--- config.mk ---
export PLATFORM = sky130hd
export DESIGN_NAME = sha_port_arbiter_flat
export DESIGN_NICKNAME = d
export VERILOG_FILES = /design/src/rtl/sha_port_arbiter_if.sv /design/src/rtl/sha_port_arbiter.sv /design/src/flat_wrapper.sv
export SDC_FILE = /design/constraint.sdc
export NUM_CORES = 1
export LEC_CHECK = 0
export ABC_CLOCK_PERIOD_IN_PS = 1950
export CORE_MARGIN = 4
export CORE_UTILIZATION = 30
export CTS_CLUSTER_SIZE = 10
export DETAILED_ROUTE_END_ITERATION = 10
export SLEW_MARGIN = 10
export SYNTH_ARGS = -nofsm -noshare
export SYNTH_HDL_FRONTEND = slang
export SYNTH_SLANG_ARGS = --single-unit
export TNS_END_PERCENT = 5
--- constraint.sdc ---
create_clock -name clk -period 1.95 [get_ports clk]
set_input_delay 0.2925 -clock clk [delete_from_list [all_inputs] [get_ports clk]]
set_output_delay 0.2925 -clock clk [all_outputs]
set_load 0.02 [all_outputs]
--- src/rtl/sha_port_arbiter_if.sv ---
// Signal bundle between the SHA port arbiter, its requesters and the shared
// SHA-256 core command/data port. The arbiter uses the slave view; whatever
// drives the requesters and models the core uses the master view.
interface sha_port_arbiter_if #(
    parameter int NUM_REQ = 2
);
    // Requester side: one lane per requester, packed side by side.
    logic [NUM_REQ-1:0]    req;
    logic [NUM_REQ-1:0]    gnt;
    logic [3*NUM_REQ-1:0]  req_cmd;
    logic [NUM_REQ-1:0]    req_cmd_w;
    logic [32*NUM_REQ-1:0] req_data;
    logic [NUM_REQ-1:0]    req_done;
    logic [3:0]            status_o;

    // Core side: the single shared command/data port.
    logic [2:0]            sha_cmd;
    logic                  sha_cmd_w;
    logic [31:0]           sha_data;
    logic [3:0]            sha_status;
    logic                  sha_done;

    // Watchdog reporting.
    logic                  timeout_err;
    logic [1:0]            err_id;

    modport slave (
        input  req,
        input  req_cmd,
        input  req_cmd_w,
        input  req_data,
        input  sha_status,
        input  sha_done,
        output gnt,
        output req_done,
        output status_o,
        output sha_cmd,
        output sha_cmd_w,
        output sha_data,
        output timeout_err,
        output err_id
    );

    modport master (
        output req,
        output req_cmd,
        output req_cmd_w,
        output req_data,
        output sha_status,
        output sha_done,
        input  gnt,
        input  req_done,
        input  status_o,
        input  sha_cmd,
        input  sha_cmd_w,
        input  sha_data,
        input  timeout_err,
        input  err_id
    );
endinterface

--- src/rtl/sha_port_arbiter.sv ---
// Round-robin arbiter sharing one SHA-256 core command/data port between
// NUM_REQ requesters (2..4). The owner's cmd/cmd_w/data bundle is registered
// onto the core with one cycle of latency, the core's done is routed back to
// the owner only, and a grant held for MAX_HOLD cycles is forcibly revoked
// and the offender locked out until it drops its request.
// Parameter constraints: 2 <= NUM_REQ <= 4, MAX_HOLD >= 2, 2**HW > MAX_HOLD.
module sha_port_arbiter #(
    parameter int NUM_REQ  = 2,
    parameter int MAX_HOLD = 4096,
    parameter int HW       = 13
) (
    input logic               clk,
    input logic               rst,
    sha_port_arbiter_if.slave bus
);

    localparam int              PW         = (NUM_REQ > 1) ? $clog2(NUM_REQ) : 1;
    localparam logic [HW-1:0]   HOLD_LIMIT = HW'(MAX_HOLD - 1);

    typedef enum logic [1:0] {
        IDLE    = 2'd0,
        GRANT   = 2'd1,
        RELEASE = 2'd2
    } state_e;

    state_e               state_q, state_d;
    logic [PW-1:0]        ptr_q, ptr_d;
    logic [PW-1:0]        owner_q, owner_d;
    logic [NUM_REQ-1:0]   lockout_q, lockout_d;
    logic [HW-1:0]        hold_q, hold_d;
    logic [NUM_REQ-1:0]   gnt_q, gnt_d;
    logic [NUM_REQ-1:0]   done_q, done_d;
    logic [2:0]           cmd_q, cmd_d;
    logic                 cmd_w_q, cmd_w_d;
    logic [31:0]          data_q, data_d;
    logic                 terr_q, terr_d;
    logic [1:0]           err_id_q, err_id_d;

    // Per-requester views of the packed request buses.
    logic [2:0]           cmd_arr   [NUM_REQ];
    logic [31:0]          data_arr  [NUM_REQ];
    logic                 cmd_w_arr [NUM_REQ];

    logic [NUM_REQ-1:0]   eligible;
    logic                 pick_valid;
    logic [PW-1:0]        pick_idx;
    logic [PW-1:0]        cand;
    logic [PW-1:0]        next_ptr;

    for (genvar g = 0; g < NUM_REQ; g++) begin : g_unpack
        assign cmd_arr[g]   = bus.req_cmd[3*g +: 3];
        assign data_arr[g]  = bus.req_data[32*g +: 32];
        assign cmd_w_arr[g] = bus.req_cmd_w[g];
    end

    // A locked-out requester stays ineligible until it lowers req.
    assign eligible = bus.req & ~lockout_q;

    // After a grant ends, the search starts just past the outgoing owner.
    assign next_ptr = PW'((int'(owner_q) + 1) % NUM_REQ);

    // Round-robin pick: first eligible index at or after ptr, with wrap.
    always_comb begin
        pick_valid = 1'b0;
        pick_idx   = '0;
        cand       = '0;
        // Walking from the farthest offset down lets the nearest hit win
        // without an early loop exit.
        for (int k = NUM_REQ - 1; k >= 0; k--) begin
            cand = PW'((int'(ptr_q) + k) % NUM_REQ);
            if (eligible[cand]) begin
                pick_valid = 1'b1;
                pick_idx   = cand;
            end
        end
    end

    // Next-state and next-output decode for the grant FSM.
    always_comb begin
        // NOTE: every variable gets a default before the case so that no
        // path leaves it unassigned; a missing default infers a latch.
        state_d   = state_q;
        ptr_d     = ptr_q;
        owner_d   = owner_q;
        lockout_d = lockout_q & bus.req;
        hold_d    = hold_q;
        gnt_d     = gnt_q;
        done_d    = done_q;
        cmd_d     = cmd_q;
        cmd_w_d   = 1'b0;
        data_d    = data_q;
        terr_d    = 1'b0;
        err_id_d  = err_id_q;

        case (state_q)
            IDLE: begin
                if (pick_valid) begin
                    gnt_d           = '0;
                    gnt_d[pick_idx] = 1'b1;
                    owner_d         = pick_idx;
                    hold_d          = '0;
                    state_d         = GRANT;
                end
            end

            GRANT: begin
                cmd_d           = cmd_arr[owner_q];
                data_d          = data_arr[owner_q];
                cmd_w_d         = cmd_w_arr[owner_q];
                done_d          = '0;
                done_d[owner_q] = bus.sha_done;
                hold_d          = hold_q + HW'(1);

                // A voluntary drop wins over the watchdog on the same edge.
                if (!bus.req[owner_q]) begin
                    gnt_d   = '0;
                    ptr_d   = next_ptr;
                    state_d = RELEASE;
                end else if (hold_q == HOLD_LIMIT) begin
                    gnt_d              = '0;
                    terr_d             = 1'b1;
                    err_id_d           = 2'(owner_q);
                    lockout_d[owner_q] = 1'b1;
                    ptr_d              = next_ptr;
                    state_d            = RELEASE;
                end
            end

            RELEASE: begin
                cmd_d   = '0;
                data_d  = '0;
                done_d  = '0;
                state_d = IDLE;
            end

            default: begin
                state_d = IDLE;
            end
        endcase
    end

    // FSM state register.
    always_ff @(posedge clk) begin
        // NOTE: sequential state uses non-blocking assignments so every
        // register samples the pre-edge values regardless of block order.
        if (rst) begin
            state_q <= IDLE;
        end else begin
            state_q <= state_d;
        end
    end

    // Arbitration bookkeeping and registered core/requester outputs.
    always_ff @(posedge clk) begin
        if (rst) begin
            ptr_q     <= '0;
            owner_q   <= '0;
            lockout_q <= '0;
            hold_q    <= '0;
            gnt_q     <= '0;
            done_q    <= '0;
            cmd_q     <= '0;
            cmd_w_q   <= 1'b0;
            data_q    <= '0;
            terr_q    <= 1'b0;
            err_id_q  <= '0;
        end else begin
            ptr_q     <= ptr_d;
            owner_q   <= owner_d;
            lockout_q <= lockout_d;
            hold_q    <= hold_d;
            gnt_q     <= gnt_d;
            done_q    <= done_d;
            cmd_q     <= cmd_d;
            cmd_w_q   <= cmd_w_d;
            data_q    <= data_d;
            terr_q    <= terr_d;
            err_id_q  <= err_id_d;
        end
    end

    assign bus.gnt         = gnt_q;
    assign bus.req_done    = done_q;
    assign bus.sha_cmd     = cmd_q;
    assign bus.sha_cmd_w   = cmd_w_q;
    assign bus.sha_data    = data_q;
    assign bus.timeout_err = terr_q;
    assign bus.err_id      = err_id_q;

    // Status passes straight through; only the owner may interpret it.
    assign bus.status_o    = bus.sha_status;

endmodule
--- src/flat_wrapper.sv ---
// flat-port wrapper written by rule: the top's interface ports become plain ports
module sha_port_arbiter_flat 
#(
    parameter int NUM_REQ  = 2,
    parameter int MAX_HOLD = 4096,
    parameter int HW       = 13
)
  (clk, rst, bus_req, bus_req_cmd, bus_req_cmd_w, bus_req_data, bus_sha_status, bus_sha_done, bus_gnt, bus_req_done, bus_status_o, bus_sha_cmd, bus_sha_cmd_w, bus_sha_data, bus_timeout_err, bus_err_id);
  sha_port_arbiter_if #(.NUM_REQ(NUM_REQ)) bus_i ();
  input logic clk;
  input logic rst;
  input wire logic [$bits(bus_i.req)-1:0] bus_req;
  input wire logic [$bits(bus_i.req_cmd)-1:0] bus_req_cmd;
  input wire logic [$bits(bus_i.req_cmd_w)-1:0] bus_req_cmd_w;
  input wire logic [$bits(bus_i.req_data)-1:0] bus_req_data;
  input wire logic [$bits(bus_i.sha_status)-1:0] bus_sha_status;
  input wire logic [$bits(bus_i.sha_done)-1:0] bus_sha_done;
  output wire logic [$bits(bus_i.gnt)-1:0] bus_gnt;
  output wire logic [$bits(bus_i.req_done)-1:0] bus_req_done;
  output wire logic [$bits(bus_i.status_o)-1:0] bus_status_o;
  output wire logic [$bits(bus_i.sha_cmd)-1:0] bus_sha_cmd;
  output wire logic [$bits(bus_i.sha_cmd_w)-1:0] bus_sha_cmd_w;
  output wire logic [$bits(bus_i.sha_data)-1:0] bus_sha_data;
  output wire logic [$bits(bus_i.timeout_err)-1:0] bus_timeout_err;
  output wire logic [$bits(bus_i.err_id)-1:0] bus_err_id;
  assign bus_i.req = bus_req;
  assign bus_i.req_cmd = bus_req_cmd;
  assign bus_i.req_cmd_w = bus_req_cmd_w;
  assign bus_i.req_data = bus_req_data;
  assign bus_i.sha_status = bus_sha_status;
  assign bus_i.sha_done = bus_sha_done;
  assign bus_gnt = bus_i.gnt;
  assign bus_req_done = bus_i.req_done;
  assign bus_status_o = bus_i.status_o;
  assign bus_sha_cmd = bus_i.sha_cmd;
  assign bus_sha_cmd_w = bus_i.sha_cmd_w;
  assign bus_sha_data = bus_i.sha_data;
  assign bus_timeout_err = bus_i.timeout_err;
  assign bus_err_id = bus_i.err_id;
  sha_port_arbiter #(.NUM_REQ(NUM_REQ), .MAX_HOLD(MAX_HOLD), .HW(HW)) u_core (.clk(clk), .rst(rst), .bus(bus_i));
endmodule
Yosys cells after proc, flatten, opt, wreduce, memory -nomap -nowiden
Index checks and enable logic that the tools add are counted.
{"block": "classes", "add_sub_neg": 3, "n_mul": 0, "div": 0, "order_cmp": 7, "eq_ne": 6, "shift": 0, "muxes": 42, "bitwise_logic": 8, "reduce_logical": 13}
{"cell": "two-way mux 32 bit", "n": 3}
{"cell": "one-hot mux 32 bit (2 select lines)", "n": 1}
{"cell": "one-hot mux 13 bit (2 select lines)", "n": 1}
{"cell": "two-way mux 1 bit", "n": 18}
{"cell": "two-way mux 2 bit", "n": 9}
{"cell": "adder 13 x 1 -> 13 bit (second input constant)", "n": 1}
{"cell": "== test 13 x 12 -> 1 bit (second input constant)", "n": 1}
{"cell": "two-way mux 13 bit", "n": 1}
{"cell": "one-hot mux 2 bit (2 select lines)", "n": 3}
{"cell": "two-way mux 3 bit", "n": 3}
{"cell": "less-than comparator 1 x 2 -> 1 bit (second input constant)", "n": 4}
{"cell": "AND reduction 2 bit", "n": 4}
{"cell": "bitwise AND 2 bit", "n": 3}
{"cell": "one-hot mux 3 bit (2 select lines)", "n": 1}
{"cell": "AND reduction 3 bit", "n": 2}
{"cell": "nonzero test 2 bit", "n": 2}
{"cell": "!= test 3 bit (second input constant)", "n": 1}
{"cell": "OR reduction 3 bit", "n": 1}
{"cell": "adder 1 bit (second input constant)", "n": 2}
{"cell": "demux 1 bit (select 1 bit)", "n": 2}
{"cell": "== test 2 x 1 -> 1 bit (second input constant)", "n": 1}
{"cell": "== test 2 bit (second input constant)", "n": 1}
{"cell": ">= comparator 1 bit (second input constant)", "n": 2}
{"cell": ">= comparator 2 bit (second input constant)", "n": 1}
{"cell": "other kinds (9)", "n": 11}
{"block": "word_totals", "reg_bits": 61, "latch_bits": 0, "ram_bits": 0, "mem_bits_ro": 0, "input_bits": 81, "output_inout_bits": 47, "word_cells": 91, "memories": 0}

Longest topological paths before layout
{"block": "logic_depth", "word_depth": 12, "depth_mapped": 8, "depth_no_buf": 6}

Worst setup path before layout
No wires, ideal clock.
{"block": "synth_path", "path_kind": "flip-flop to flip-flop", "startpoint": "reg u_core.state_q[0]", "endpoint": "reg u_core.hold_q[5]", "setup_ns": 0.073, "arrival_time_ns": 1.553, "t_required_ns": 1.877, "setup_slack_ns": 0.324, "stages_incl_launch_ff": 8, "n_path_buf": 1, "synth_period_minus_slack_ns": 1.626, "cell_sequence": "dfxtp_1 > inv_1 > ha_1 > buf_2 > inv_1 > o31ai_4 > or4_1 > a21oi_1"}
{"block": "synth_via", "elab_chain_cells": 3, "word_cells_on_any_way": 6, "cone_classes": "eq/ne (2); mux (1); reduce/logical (3)"}
{"item": "from (decl)", "line_no": "sha_port_arbiter.sv:26", "rtl": "state_e state_q, state_d;"}
{"item": "from (signal assigned)", "line_no": "sha_port_arbiter.sv:149", "rtl": "state_q <= state_d;"}
{"item": "== test 2 x 1 -> 1 bit or logical NOT 2 bit (tied branches)", "line_no": "sha_port_arbiter.sv:95", "rtl": "case (state_q)"}
{"item": "nonzero test 2 bit (no source line) or != test 2 x 1 -> 1 bit (tied branches)"}
{"item": "AND reduction 2 bit (no source line)"}
{"item": "to (signal assigned)", "line_no": "sha_port_arbiter.sv:171", "rtl": "hold_q <= hold_d;"}
{"item": "to (decl)", "line_no": "sha_port_arbiter.sv:30", "rtl": "logic [HW-1:0] hold_q, hold_d;"}
Several ways; a longest one is shown, not always the timed one.
A chain may end at the register's enable or synchronous reset.

Worst setup path after layout
{"block": "layout_path", "startpoint": "reg u_core.state_q[0]", "endpoint": "reg u_core.hold_q[9]"}
Same word-level chain as after synthesis.

==> impl_summary.txt <==
----------------------------------------------------
[Synth]
  Net count after synthesis ... 430
  Area share of fa/ha/maj cells after synthesis ... under 10%
  Leading cell type by number of instances after synthesis ... dfxtp_1
  Number of distinct standard cells referenced by the synthesized netlist ... 54
  Number of enable-type register cells in the synthesized netlist ... 0
  Area of the mapped netlist ... 3110 um^2
  Synth area leaders ... dfxtp_1, mux2_2, a21oi_1
  Area fraction in and, or, nand and nor cells after synthesis ... 23.1%
  Synth Flop Type ... dfxtp_1
  Share of cell area taken by muxes after synthesis ... between 10% and 20%
  Post-synthesis average cell area ... 9.01 um^2
  Most instantiated cells after synthesis ... dfxtp_1, a21oi_1, nor2_1, mux2_2, nor2b_1
  Async set-reset flop share out of synthesis ... 0%
  Number of warnings reported in the yosys synthesis log ... 0
  Share of the synthesized area in the top cell type ... 39.3%
  Number of standard cells after synthesis ... roughly 350
  Number of synthesized register bits ... 61
  Most area-hungry cell type in the Yosys netlist ... dfxtp_1
  Sequential area share after synthesis ... between 30% and 40%
  Synthesized-area fraction occupied by xor and xnor cells ... less than 1%
  Compound-gate portion of the synthesized area ... 15.9%
  Combinational family with the most area after synthesis ... simple AND/OR/NAND/NOR gates

[Routing]
  DRC violations left ... 0
  Remaining antenna violation count after routing ... 0
  Via count normalized by instance count ... ~4.8
  Routed WL ... 9080 um
  Via count ... 2857
  Drt wl/cell ... 15.2 um
  Drt pass-1 iters ... 4
  DRC marker count from the first detailed-route iteration ... between 100 and 150

[Setup path]
  Cells along the critical path ... inv_1 -> ha_1 -> inv_1 -> o31ai_4 -> or4_1 -> a21oi_1
  Slowest stage cell on the critical path ... o31ai_4
  Largest stage delay, worst path ... 0.54 ns
  Critical path start-end classification ... reg2reg
  Data required time at the worst endpoint ... 2.14 ns
  Dominant cell type by count on the critical path ... inv_1
  Arrival time at the worst endpoint ... 1.98 ns
  Critical-path maximum fanout ... 15
  Critical path capture point type ... register
  Critical path launch point type ... register

[Die]
  Vertical extent of the die ... approximately 110 um
  Die area ... about 12000 um^2
  Placeable core region ... 9910 um^2
  Horiz. Die Dim ... around 110 um
  Count of pins on the block boundary ... ~130
  FP Rows ... 36
  Starting utilization of the core area ... 31.4%

[Global routing]
  Vias in the first global route ... 2896
  First-pass GRT wire length ... around 14000 um
  Largest net degree at the start of global routing ... 39
  Total gr overflow ... 0
  Global Route Usage Sum ... 15.3%
  Antenna violations before repair ... 0

[Power and ir drop]
  Fraction of power spent switching nets ... 33.1%
  VDD IR max ... around 300 uV
  Net switching power figure ... 1.20 mW
  Cell area power density ... 790 nW/um^2
  Total power of the final layout ... 3.62 mW
  Portion of total power attributed to the clock network ... 26.6%
  P_leak ... approximately 1.7 nW
  Internal power ... 2.42 mW
  Combinational fraction of design power ... 34.0%
  Portion of total power attributed to sequential cells ... 39.4%

[Clocking]
  Cts bufs inserted ... 9
  Number of buffers added to fix hold violations after cts ... 0
  CTS sink count ... 61
  Clock transition at the registers of the reported paths ... 0.07 ns
  Root buffer cell ... clkbuf_8
  CTS tree ... done
  # H-tree levels ... 3
  Clock network latency to the later pin of the worst-skew pair ... 0.33 ns
  Post-CTS setup buffer count ... 0
  Clk buf depth ... 2

[STA]
  Final Critical Period ... ~1.8 ns
  Max Slew Vio Count ... 0
  Slew of the pin with the lowest slew margin ... about 0.73 ns
  Setup repair after global routing missed its margin ... false
  Worst Setup Slack, final ... 0.155 ns
  Remaining max-slew budget at the tightest pin ... between 50% and 60%
  Fin crit share ... 92.0%
  Clock tree skew after final layout ... around 0.0047 ns
  Final-layout worst hold slack ... 0.323 ns
  Number of hold violations in the final report ... 0
  Final setup violating endpoints ... 0
  Peak Freq ... 0.557 GHz

[Final layout]
  Final cell utilization of the core ... 46.3%
  Area occupied by registers ... 1220 um^2
  Total of fill cells in the finished design ... 966
  Number of nets in the layout ... 546
  Antenna cell count ... 0
  Multi-input gate area in the final layout ... 1730 um^2
  Area added between synthesis and finish ... 47.5%
  Layout cell share with drive strength beyond 1 ... 17.0%

[Placed design]
  Number of I/O port buffers ... 118
  Worst slack after detailed placement ... -0.0906 ns
  Gp weighted congestion ... about 0.79
  Placed wire-length estimate ... 6490 um

[Run status]
  Run status ... completed

[Worst hold path]
  Hold WC Path Type ... in2reg

[Flow run]
  Max cap viols ... 0

----------------------------------------------------
-- registers in the layout, summed over array words and instances (netlist names) --
name / flops
u_core.hold_q: 13
u_core.lockout_q: 2
u_core.bus.sha_cmd_w: 1
u_core.bus.req_done: 2
u_core.state_q: 2
u_core.bus.sha_cmd: 3
u_core.bus.sha_data: 32
u_core.bus.timeout_err: 1
u_core.owner_q: 1
u_core.bus.err_id: 1
u_core.ptr_q: 1
u_core.bus.gnt: 2
-- worst max-delay path: cells and delay by family, from the launching register on --
family / cells / cell delay [ns]
DFF: 1 / 0.32
adders and majority gates: 1 / 0.27
AOI/OAI and AO/OA: 2 / 0.60
buffers and inverters: 2 / 0.24
and+or+nand+nor: 1 / 0.21
-- final timing paths --
check	start	to	slack [ns]	cells past startpoint
max	u_core.state_q[0]$_SDFFE_PP0P_	u_core.hold_q[9]$_SDFFE_PP0P_	0.16	6
max reg2reg	u_core.state_q[0]$_SDFFE_PP0P_	u_core.hold_q[9]$_SDFFE_PP0P_	0.16	6
min reg2reg	u_core.bus.req_done[1]$_SDFFE_PP0P_	u_core.bus.req_done[1]$_SDFFE_PP0P_	0.48	2
min	rst	u_core.bus.gnt[0]$_SDFFE_PP0P_	0.32	4
-- area by class of cell --
class,count,area share [%]
timing repair buffer,131,27.8
inverter,8,0.655
sequential,61,26.7
clock buffer,11,2.87
tap,133,3.63
clock inverter,5,0.600
multi-input combinational,250,37.8
-- power by group through the flow --
stage	Combinational (mW)	Clock [mW]	Sequential (mW)
floorplan	0.583	0	1.58
global placement	1.23	0	1.45
detailed placement	1.23	0	1.45
CTS	1.24	0.995	1.43
global route	1.35	1.05	1.44
finish	1.23	0.963	1.43
-- through the flow --
stage	cells	cell area, um^2	TNS, ns
floorplan	345	3110	0
CTS	599	4580	0
detailed placement	583	4420	-0.739
global route	599	4580	0
global placement	583	4420	-0.120
finish	599	4580	0
-- layer usage --
layer,GRT usage (%),share of wire [%],vias up,routed length [um]
met1,18.3,44,1314,4010
met5,0,0,-,0
met4,4.19,0.74,0,67
met3,7.81,11,9,1020
li1,-,-,1435,-
met2,24.0,44,99,3980
-- cell usage in the layout, fill, tap and decap left out, types with 2 or more instances in the layout --
cell and n:
or3_1 2, mux2i_1 2, clkbuf_1 2, buf_4 13, or4_1 6, ha_1 4, mux2_2 36, nor2_1 44
nand2_1 7, nor3b_1 4, nand4b_1 3, a211oi_1 5, dfxtp_1 60, o31ai_1 6, a21oi_1 51, clkbuf_8 9
nand3_1 4, inv_1 8, nor3_1 2, o21ai_0 4, nor2b_1 35, clkdlybuf4s50_1 117, nand2b_1 4, clkinv_2 4
-- timing repair --
action / in CTS / in global routing
endpoints found under the setup margin: 0 / 30
gates resized for setup: 0 / 1
endpoints found under the hold margin: 0 / 0
-- logic make-up after synthesis --
family,after synthesis
mux,39
compound gates,79
other cells,1
buf+inv,34
simple gates,125
fa+ha+maj,4
xor+xnor,2
flops,61
Power figures use the tool's default switching activity.
